### src/rtl/axis_route_pkg.sv
// Shared types and constants for the axis_route_sel routing stage.
package axis_route_pkg;

  typedef enum logic {
    SOP    = 1'b0,
    IN_PKT = 1'b1
  } route_state_e;

  localparam int CNT_WIDTH = 16;
  localparam logic [CNT_WIDTH-1:0] CNT_MAX = '1;

endpackage

### src/rtl/axis_route_sel_if.sv
// AXI4-Stream bundle used on both sides of the routing stage.
interface axis_route_sel_if #(
  parameter int TDATA_WIDTH = 512,
  parameter int TID_WIDTH   = 8,
  parameter int TDEST_WIDTH = 8,
  parameter int TUSER_WIDTH = 16
);
  localparam int TKEEP_WIDTH = TDATA_WIDTH / 8;

  logic                   tvalid;
  logic                   tready;
  logic [TDATA_WIDTH-1:0] tdata;
  logic [TKEEP_WIDTH-1:0] tkeep;
  logic                   tlast;
  logic [TID_WIDTH-1:0]   tid;
  logic [TDEST_WIDTH-1:0] tdest;
  logic [TUSER_WIDTH-1:0] tuser;

  modport master (
    output tvalid, tdata, tkeep, tlast, tid, tdest, tuser,
    input  tready
  );

  modport slave (
    input  tvalid, tdata, tkeep, tlast, tid, tdest, tuser,
    output tready
  );

endinterface

### src/rtl/axis_route_lookup.sv
// Combinational routing-key compare: lowest matching channel index wins,
// unmatched keys fall back to DEFAULT_CH.
module axis_route_lookup #(
  parameter int                        NUM_CH     = 4,
  parameter int                        KEY_WIDTH  = 8,
  parameter logic [NUM_CH*KEY_WIDTH-1:0] ROUTE_KEYS = {8'h30, 8'h20, 8'h10, 8'h00},
  parameter int                        DEFAULT_CH = 0,
  localparam int                       SEL_WIDTH  = $clog2(NUM_CH)
) (
  input  logic [KEY_WIDTH-1:0] key_i,
  output logic [SEL_WIDTH-1:0] sel_o,
  output logic                 unmatched_o
);

  // Scanning from the top down lets the lowest duplicate overwrite last.
  always_comb begin
    sel_o       = SEL_WIDTH'(DEFAULT_CH);
    unmatched_o = 1'b1;
    for (int i = NUM_CH - 1; i >= 0; i--) begin
      if (key_i == ROUTE_KEYS[i*KEY_WIDTH +: KEY_WIDTH]) begin
        sel_o       = SEL_WIDTH'(i);
        unmatched_o = 1'b0;
      end
    end
  end

endmodule

### src/rtl/axis_route_sel.sv
// Output register slice that tags each beat with a per-packet channel select.
// Optional macro AXIS_ROUTE_DROP_EN: discard unmatched packets instead of routing to DEFAULT_CH.
module axis_route_sel
  import axis_route_pkg::*;
#(
  parameter int                          NUM_CH      = 4,
  parameter int                          TDATA_WIDTH = 512,
  parameter int                          TID_WIDTH   = 8,
  parameter int                          TDEST_WIDTH = 8,
  parameter int                          TUSER_WIDTH = 16,
  parameter int                          KEY_LSB     = 0,
  parameter int                          KEY_WIDTH   = 8,
  parameter logic [NUM_CH*KEY_WIDTH-1:0] ROUTE_KEYS  = {8'h30, 8'h20, 8'h10, 8'h00},
  parameter int                          DEFAULT_CH  = 0,
  localparam int                         SEL_WIDTH   = $clog2(NUM_CH),
  localparam int                         TKEEP_WIDTH = TDATA_WIDTH / 8
) (
  input  logic                  clk,
  input  logic                  rst,
  axis_route_sel_if.slave       s_axis,
  axis_route_sel_if.master      m_axis,
  output logic [SEL_WIDTH-1:0]  m_sel,
  output logic [CNT_WIDTH-1:0]  unmatched_cnt
);

  route_state_e           state_q, state_d;
  logic [SEL_WIDTH-1:0]   held_q, held_d;
  logic [SEL_WIDTH-1:0]   sel_q, sel_d;
  logic [CNT_WIDTH-1:0]   cnt_q, cnt_d;
  logic                   valid_q, valid_d;
  logic [TDATA_WIDTH-1:0] tdata_q;
  logic [TKEEP_WIDTH-1:0] tkeep_q;
  logic                   tlast_q;
  logic [TID_WIDTH-1:0]   tid_q;
  logic [TDEST_WIDTH-1:0] tdest_q;
  logic [TUSER_WIDTH-1:0] tuser_q;
`ifdef AXIS_ROUTE_DROP_EN
  logic                   drop_q, drop_d;
`endif

  logic                   accept;
  logic                   load;
  logic [SEL_WIDTH-1:0]   lk_sel;
  logic                   lk_unmatched;

  axis_route_lookup #(
    .NUM_CH     (NUM_CH),
    .KEY_WIDTH  (KEY_WIDTH),
    .ROUTE_KEYS (ROUTE_KEYS),
    .DEFAULT_CH (DEFAULT_CH)
  ) u_lookup (
    .key_i       (s_axis.tuser[KEY_LSB +: KEY_WIDTH]),
    .sel_o       (lk_sel),
    .unmatched_o (lk_unmatched)
  );

  assign s_axis.tready = !valid_q || m_axis.tready;
  assign accept        = s_axis.tvalid && s_axis.tready;

  always_comb begin
    state_d = state_q;
    held_d  = held_q;
    sel_d   = sel_q;
    cnt_d   = cnt_q;
    load    = 1'b0;
`ifdef AXIS_ROUTE_DROP_EN
    drop_d  = drop_q;
`endif
    if (accept) begin
      if (state_q == SOP) begin
        sel_d   = lk_sel;
        held_d  = lk_sel;
        state_d = s_axis.tlast ? SOP : IN_PKT;
        if (lk_unmatched && (cnt_q != CNT_MAX)) begin
          cnt_d = cnt_q + 1'b1;
        end
`ifdef AXIS_ROUTE_DROP_EN
        drop_d = lk_unmatched;
        load   = !lk_unmatched;
`else
        load   = 1'b1;
`endif
      end else begin
        sel_d = held_q;
        if (s_axis.tlast) begin
          state_d = SOP;
        end
`ifdef AXIS_ROUTE_DROP_EN
        load = !drop_q;
`else
        load = 1'b1;
`endif
      end
    end
    // A dropped beat still frees the slot if the consumer took the old one.
    if (load) begin
      valid_d = 1'b1;
    end else if (m_axis.tready) begin
      valid_d = 1'b0;
    end else begin
      valid_d = valid_q;
    end
  end

  always_ff @(posedge clk or posedge rst) begin
    if (rst) begin
      state_q <= SOP;
      held_q  <= '0;
      sel_q   <= '0;
      cnt_q   <= '0;
      valid_q <= 1'b0;
      tdata_q <= '0;
      tkeep_q <= '0;
      tlast_q <= 1'b0;
      tid_q   <= '0;
      tdest_q <= '0;
      tuser_q <= '0;
`ifdef AXIS_ROUTE_DROP_EN
      drop_q  <= 1'b0;
`endif
    end else begin
      state_q <= state_d;
      held_q  <= held_d;
      cnt_q   <= cnt_d;
      valid_q <= valid_d;
`ifdef AXIS_ROUTE_DROP_EN
      drop_q  <= drop_d;
`endif
      if (load) begin
        sel_q   <= sel_d;
        tdata_q <= s_axis.tdata;
        tkeep_q <= s_axis.tkeep;
        tlast_q <= s_axis.tlast;
        tid_q   <= s_axis.tid;
        tdest_q <= s_axis.tdest;
        tuser_q <= s_axis.tuser;
      end
    end
  end

  assign m_axis.tvalid = valid_q;
  assign m_axis.tdata  = tdata_q;
  assign m_axis.tkeep  = tkeep_q;
  assign m_axis.tlast  = tlast_q;
  assign m_axis.tid    = tid_q;
  assign m_axis.tdest  = tdest_q;
  assign m_axis.tuser  = tuser_q;
  assign m_sel         = sel_q;
  assign unmatched_cnt = cnt_q;

endmodule
### src/flat_wrapper.sv
// flat-port wrapper written by rule: the top's interface ports become plain ports
module axis_route_sel_flat import axis_route_pkg::*;
#(
  parameter int                          NUM_CH      = 4,
  parameter int                          TDATA_WIDTH = 512,
  parameter int                          TID_WIDTH   = 8,
  parameter int                          TDEST_WIDTH = 8,
  parameter int                          TUSER_WIDTH = 16,
  parameter int                          KEY_LSB     = 0,
  parameter int                          KEY_WIDTH   = 8,
  parameter logic [NUM_CH*KEY_WIDTH-1:0] ROUTE_KEYS  = {8'h30, 8'h20, 8'h10, 8'h00},
  parameter int                          DEFAULT_CH  = 0,
  localparam int                         SEL_WIDTH   = $clog2(NUM_CH),
  localparam int                         TKEEP_WIDTH = TDATA_WIDTH / 8
)
  (clk, rst, m_sel, unmatched_cnt, s_axis_tvalid, s_axis_tdata, s_axis_tkeep, s_axis_tlast, s_axis_tid, s_axis_tdest, s_axis_tuser, s_axis_tready, m_axis_tvalid, m_axis_tdata, m_axis_tkeep, m_axis_tlast, m_axis_tid, m_axis_tdest, m_axis_tuser, m_axis_tready);
  axis_route_sel_if #(.TDATA_WIDTH(TDATA_WIDTH), .TID_WIDTH(TID_WIDTH), .TDEST_WIDTH(TDEST_WIDTH), .TUSER_WIDTH(TUSER_WIDTH)) s_axis_i ();
  axis_route_sel_if #(.TDATA_WIDTH(TDATA_WIDTH), .TID_WIDTH(TID_WIDTH), .TDEST_WIDTH(TDEST_WIDTH), .TUSER_WIDTH(TUSER_WIDTH)) m_axis_i ();
  input  logic clk;
  input  logic rst;
  output logic [SEL_WIDTH-1:0] m_sel;
  output logic [CNT_WIDTH-1:0] unmatched_cnt;
  input wire logic [$bits(s_axis_i.tvalid)-1:0] s_axis_tvalid;
  input wire logic [$bits(s_axis_i.tdata)-1:0] s_axis_tdata;
  input wire logic [$bits(s_axis_i.tkeep)-1:0] s_axis_tkeep;
  input wire logic [$bits(s_axis_i.tlast)-1:0] s_axis_tlast;
  input wire logic [$bits(s_axis_i.tid)-1:0] s_axis_tid;
  input wire logic [$bits(s_axis_i.tdest)-1:0] s_axis_tdest;
  input wire logic [$bits(s_axis_i.tuser)-1:0] s_axis_tuser;
  output wire logic [$bits(s_axis_i.tready)-1:0] s_axis_tready;
  output wire logic [$bits(m_axis_i.tvalid)-1:0] m_axis_tvalid;
  output wire logic [$bits(m_axis_i.tdata)-1:0] m_axis_tdata;
  output wire logic [$bits(m_axis_i.tkeep)-1:0] m_axis_tkeep;
  output wire logic [$bits(m_axis_i.tlast)-1:0] m_axis_tlast;
  output wire logic [$bits(m_axis_i.tid)-1:0] m_axis_tid;
  output wire logic [$bits(m_axis_i.tdest)-1:0] m_axis_tdest;
  output wire logic [$bits(m_axis_i.tuser)-1:0] m_axis_tuser;
  input wire logic [$bits(m_axis_i.tready)-1:0] m_axis_tready;
  assign s_axis_i.tvalid = s_axis_tvalid;
  assign s_axis_i.tdata = s_axis_tdata;
  assign s_axis_i.tkeep = s_axis_tkeep;
  assign s_axis_i.tlast = s_axis_tlast;
  assign s_axis_i.tid = s_axis_tid;
  assign s_axis_i.tdest = s_axis_tdest;
  assign s_axis_i.tuser = s_axis_tuser;
  assign s_axis_tready = s_axis_i.tready;
  assign m_axis_tvalid = m_axis_i.tvalid;
  assign m_axis_tdata = m_axis_i.tdata;
  assign m_axis_tkeep = m_axis_i.tkeep;
  assign m_axis_tlast = m_axis_i.tlast;
  assign m_axis_tid = m_axis_i.tid;
  assign m_axis_tdest = m_axis_i.tdest;
  assign m_axis_tuser = m_axis_i.tuser;
  assign m_axis_i.tready = m_axis_tready;
  axis_route_sel #(.NUM_CH(NUM_CH), .TDATA_WIDTH(TDATA_WIDTH), .TID_WIDTH(TID_WIDTH), .TDEST_WIDTH(TDEST_WIDTH), .TUSER_WIDTH(TUSER_WIDTH), .KEY_LSB(KEY_LSB), .KEY_WIDTH(KEY_WIDTH), .ROUTE_KEYS(ROUTE_KEYS), .DEFAULT_CH(DEFAULT_CH)) u_core (.clk(clk), .rst(rst), .s_axis(s_axis_i), .m_axis(m_axis_i), .m_sel(m_sel), .unmatched_cnt(unmatched_cnt));
endmodule
### config.mk
export PLATFORM = sky130hd
export DESIGN_NAME = axis_route_sel_flat
export DESIGN_NICKNAME = d
export VERILOG_FILES = /design/src/rtl/axis_route_pkg.sv /design/src/rtl/axis_route_sel_if.sv /design/src/rtl/axis_route_lookup.sv /design/src/rtl/axis_route_sel.sv /design/src/flat_wrapper.sv
export SDC_FILE = /design/constraint.sdc
export NUM_CORES = 2
export LEC_CHECK = 0
export CAP_MARGIN = 40
export CORE_AREA = 8 8 475 477
export DETAILED_ROUTE_END_ITERATION = 12
export DIE_AREA = 0 0 483 485
export PLACE_DENSITY = 0.3
export SYNTH_ARGS = -nofsm -noshare
export SYNTH_HDL_FRONTEND = slang
export SYNTH_SLANG_ARGS = --single-unit
### constraint.sdc
create_clock -name clk -period 21.2 [get_ports clk]
set_clock_uncertainty 0.05 [all_clocks]
set_input_delay 2.12 -clock clk [delete_from_list [all_inputs] [get_ports clk]]
set_output_delay 2.12 -clock clk [all_outputs]
set_load 0.1 [all_outputs]
==> run summary <==
The run finished with clean final reports. The startpoint identified for the worst register-to-register timing path is u_core.m_axis.tvalid. The number of placed instances, taps included, is 7245. The worst setup path is launched from a primary input.

In this run, post-CTS repair resized a total of 0 instances. The via count of the first global-routing pass came out at 27000. Setup repair after global routing left no endpoint under its margin.

Counting flops with a built-in enable in the synthesized netlist gives 0. The count of pins on the block boundary came out at 1242. Counting along the longest clock path gives a buffer depth of 3. The max-slew violation total from the final report came out at 0. The last weighted congestion value of the routability-driven placer is 0.811.

The number of buffers added by the clock tree synthesis step came out at roughly 90. STA classifies the critical path endpoint as an output port. The number of hold buffers added after CTS is 0. For this run, the top clock speed supported by timing is approximately 170 MHz. The total power density per cell area came out at 103 nW/um^2. The tightest min-delay check is of the flop to flop type. The synthesized net count came out at 3274.

The source-to-sink clock delay at the later pin of the worst-skew pair came out at 0.69 ns. Data arrives at the worst endpoint at 3.70 ns. For this run, global-route usage on met1 was measured as 0.181.

The worst slew slack as a fraction of its limit is 0.342. The core utilization of the finished layout came out at 0.262. The total setup buffers inserted after CTS came out at 0. The count of yosys warnings during synthesis is 0. The initial antenna violation count came out at 108. For this run, global-route usage on met3 was measured as 0.0562. The post-synthesis instance area is between 20000 and 25000 sq um.

The shortest clock period the worst path allows after layout is 5.87 ns. The reg2reg setup slack came out at 17.92 ns. After the flow finishes, the layout carries non-filler instances totaling 7423. The number of sinks handled by clock tree synthesis is 629.

The sequential cell area fraction in the yosys report is 0.666. For this run, the leading register cell type out of synthesis is sky130_fd_sc_hd__dfrtp_1. Setup violations remaining at the end of the flow were counted as 0. The end of the worst hold path is u_core.m_axis.tdata[167]. The number of cell instances on the worst register-to-register path came out at 9. The routed layout has 25100 vias. Across the whole layout, storage elements account for 15700 sq um.

Across every metal layer, demand over resource in global routing totals 0.140. The kind of critical path is primary input to output port. In this run, distinct cell masters in the synthesized netlist total 28. Detailed placement ended at an HPWL of 136000 microns. The final cycle utilization of the critical path came out at 0.277.

The initial utilization of the core area, before any placement, comes to 0.108. In the global route stage, met2 resource usage came out at 0.221. The residual DRC count is 0. met2 is the most crowded layer. The data required time of the worst path came out at 19.03 ns.

The final setup TNS came out at 0 ns. The area of combinational cells with multiple inputs is 7300 sq um. The hold path depth came out at 2. The reported leakage power came out at 26.4 nW. The layout cell share with drive strength beyond 1 came out at 0.180. Entering global routing, the biggest net connects 175 pins. In this run the mean area of a mapped cell was 8.88 sq um.

The number of H-tree levels came out at 3. The terminus of the critical flop-to-flop path is u_core.m_axis.tdata[483]. The layout filler cell count is 22600. In this run the tool buffered the top-level ports with 1241 buffer cells. The synthesized netlist cell count is 2660. After the last flow step, the layout net total stands at just over 5000. The global-route wire length before repair came out at 234000 microns. The area of the core is between 200000 and 250000 sq um. Across all hold checks on the routed design, the worst slack comes to 0.419 ns. The vias per cell is 3.38. The count of TritonRoute iterations in the first routing pass is 5.

TritonCTS built the clock tree. The first-iteration detailed-routing DRC count came out at 1492. Clock-pin slew was measured on the worst setup and hold paths at 0.05 ns.

The peak supply drop came out at about 0.06 mV. The actual slew at the worst max-slew pin came out at just under 1 ns. The remaining number of nets flagged by the antenna check after routing is 0. The count of endpoints failing hold in the final timing report is 0. The number of standard-cell rows in the floorplan came out at 172.

The number of synthesized register bits is around 630. After global routing the overflow that remains totals 0. Across the run, the number of max-cap violations was 0. The largest fanout of any net on the critical path is 5.

The tree is rooted in a sky130_fd_sc_hd__clkbuf_16. The growth of design area from synthesis to finish came out at 142%. After layout, the design draws a total of just under 6 mW.

The wire length per cell is between 20 and 25 microns. The worst hold path startpoint is u_core.m_axis.tdata[167]. The die covers 234000 sq um. The die outline width came out at 483 microns. Of all flip-flops after synthesis, the portion carrying an async set or reset was 1.00.

The floorplan die height came out at between 400 and 500 microns. The routed wire length came out at 169000 microns.
-- layer usage --
layer  vias to the layer above  wire [microns]  part of all wire
met4                        52            3170             0.019
li1                      11700               -                 -
met2                      1180           76000              0.45
met1                     12000           73800              0.44
met3                       220           15900             0.094
met5                         -             302            0.0018
-- metrics by stage --
step,setup WS (ns),area (sq um)
finish,15.33,57200
global route,15.33,57200
CTS,15.36,57100
detailed placement,15.16,54100
global placement,14.75,39200
floorplan,1.41,23600
-- worst max path at each step --
stage,from,cells past startpoint,slack [ns],to
2_1_floorplan,rst,1,1.41,u_core.held_q[0]
3_3_place_gp,m_axis_tready,8,14.75,u_core.m_axis.tid[0]
3_5_place_dp,rst,7,15.16,u_core.m_axis.tdata[394]
4_1_cts,m_axis_tready,4,15.36,s_axis_tready
5_1_grt,m_axis_tready,4,15.33,s_axis_tready
6_report,m_axis_tready,4,15.33,s_axis_tready
-- power by group --
group          leakage [nW]  internal [mW]  switching [mW]  total, mW
clock                  1.52          0.967           0.633       1.60
combinational          17.2           1.12            1.72       2.84
sequential             7.72           1.36           0.101       1.46
total                  26.4           3.45            2.45       5.90
-- cell usage in the layout (no fill, tap or decap), types with 3 or more instances in the layout --
| cell | synthesis | layout |
|---|---|---|
| sky130_fd_sc_hd__buf_12 | 0 | 3 |
| sky130_fd_sc_hd__buf_16 | 0 | 489 |
| sky130_fd_sc_hd__buf_4 | 0 | 75 |
| sky130_fd_sc_hd__buf_8 | 0 | 96 |
| sky130_fd_sc_hd__bufinv_16 | 0 | 8 |
| sky130_fd_sc_hd__clkbuf_1 | 64 | 15 |
| sky130_fd_sc_hd__clkbuf_16 | 0 | 93 |
| sky130_fd_sc_hd__clkbuf_8 | 0 | 19 |
| sky130_fd_sc_hd__clkdlybuf4s50_1 | 0 | 1187 |
| sky130_fd_sc_hd__clkinv_2 | 0 | 14 |
| sky130_fd_sc_hd__clkinvlp_4 | 0 | 3 |
| sky130_fd_sc_hd__dfrtp_1 | 629 | 629 |
| sky130_fd_sc_hd__diode_2 | 0 | 17 |
| sky130_fd_sc_hd__inv_1 | 5 | 4 |
| sky130_fd_sc_hd__inv_6 | 0 | 5 |
| sky130_fd_sc_hd__nand2_1 | 1832 | 1831 |
| sky130_fd_sc_hd__nand3_1 | 9 | 9 |
| sky130_fd_sc_hd__nor2_1 | 13 | 13 |
| sky130_fd_sc_hd__xnor2_1 | 4 | 4 |
| sky130_fd_sc_hd__xor2_1 | 11 | 11 |
-- cell usage after synthesis, types with 2 or more instances --
library cell	count	share of area
sky130_fd_sc_hd__buf_2	56	0.012
sky130_fd_sc_hd__xor2_1	11	0.0041
sky130_fd_sc_hd__xnor2_1	4	0.0015
sky130_fd_sc_hd__nand2b_1	2	0.00053
sky130_fd_sc_hd__dfrtp_1	629	0.67
sky130_fd_sc_hd__inv_1	5	0.00079
sky130_fd_sc_hd__nand4_1	2	0.00053
sky130_fd_sc_hd__nor3_1	2	0.00042
sky130_fd_sc_hd__a22o_1	2	0.00074
sky130_fd_sc_hd__clkbuf_1	64	0.010
sky130_fd_sc_hd__buf_1	15	0.0024
sky130_fd_sc_hd__nor2_1	13	0.0021
sky130_fd_sc_hd__nand3_1	9	0.0019
sky130_fd_sc_hd__nand2_1	1832	0.29
-- state kept, by name (all words and copies together) (netlist names) --
signal,count
u_core.m_axis.tdest,8
u_core.held_q,2
u_core.m_axis.tid,8
u_core.state_q,1
u_core.m_axis.tdata,512
u_core.m_axis.tuser,16
u_core.unmatched_cnt,16
u_core.m_axis.tvalid,1
u_core.m_axis.tlast,1
u_core.m_axis.tkeep,64
-- logic make-up after synthesis --
family | count (synthesis) | synth area share
AND/OR/NAND/NOR | 1869 | 0.300
flip-flops | 629 | 0.666
buffers and inverters | 141 | 0.0257
XOR/XNOR | 15 | 0.00556
AO/OA/AOI/OAI | 4 | 0.00169
multiplexers | 1 | 0.000476
adder cells (fa/ha/maj) | 1 | 0.000529
-- critical path, stage by stage --
cell,delay [ns]
sky130_fd_sc_hd__clkdlybuf4s50_1,0.51
sky130_fd_sc_hd__nand2b_4,0.18
sky130_fd_sc_hd__clkdlybuf4s50_1,0.66
sky130_fd_sc_hd__buf_16,0.21
-- layout make-up --
| cell class | instances | area share |
|---|---|---|
| Timing Repair Buffer | 1850 | 0.479 |
| Sequential cell | 629 | 0.275 |
| Multi-Input combinational cell | 1890 | 0.128 |
| Tap cell | 2871 | 0.0628 |
| Clock buffer | 127 | 0.0463 |
| Clock inverter | 34 | 0.00759 |
| Antenna cell | 17 | 0.000744 |
| Inverter | 5 | 0.000459 |
No activity file was read; power rests on OpenSTA's default activity.
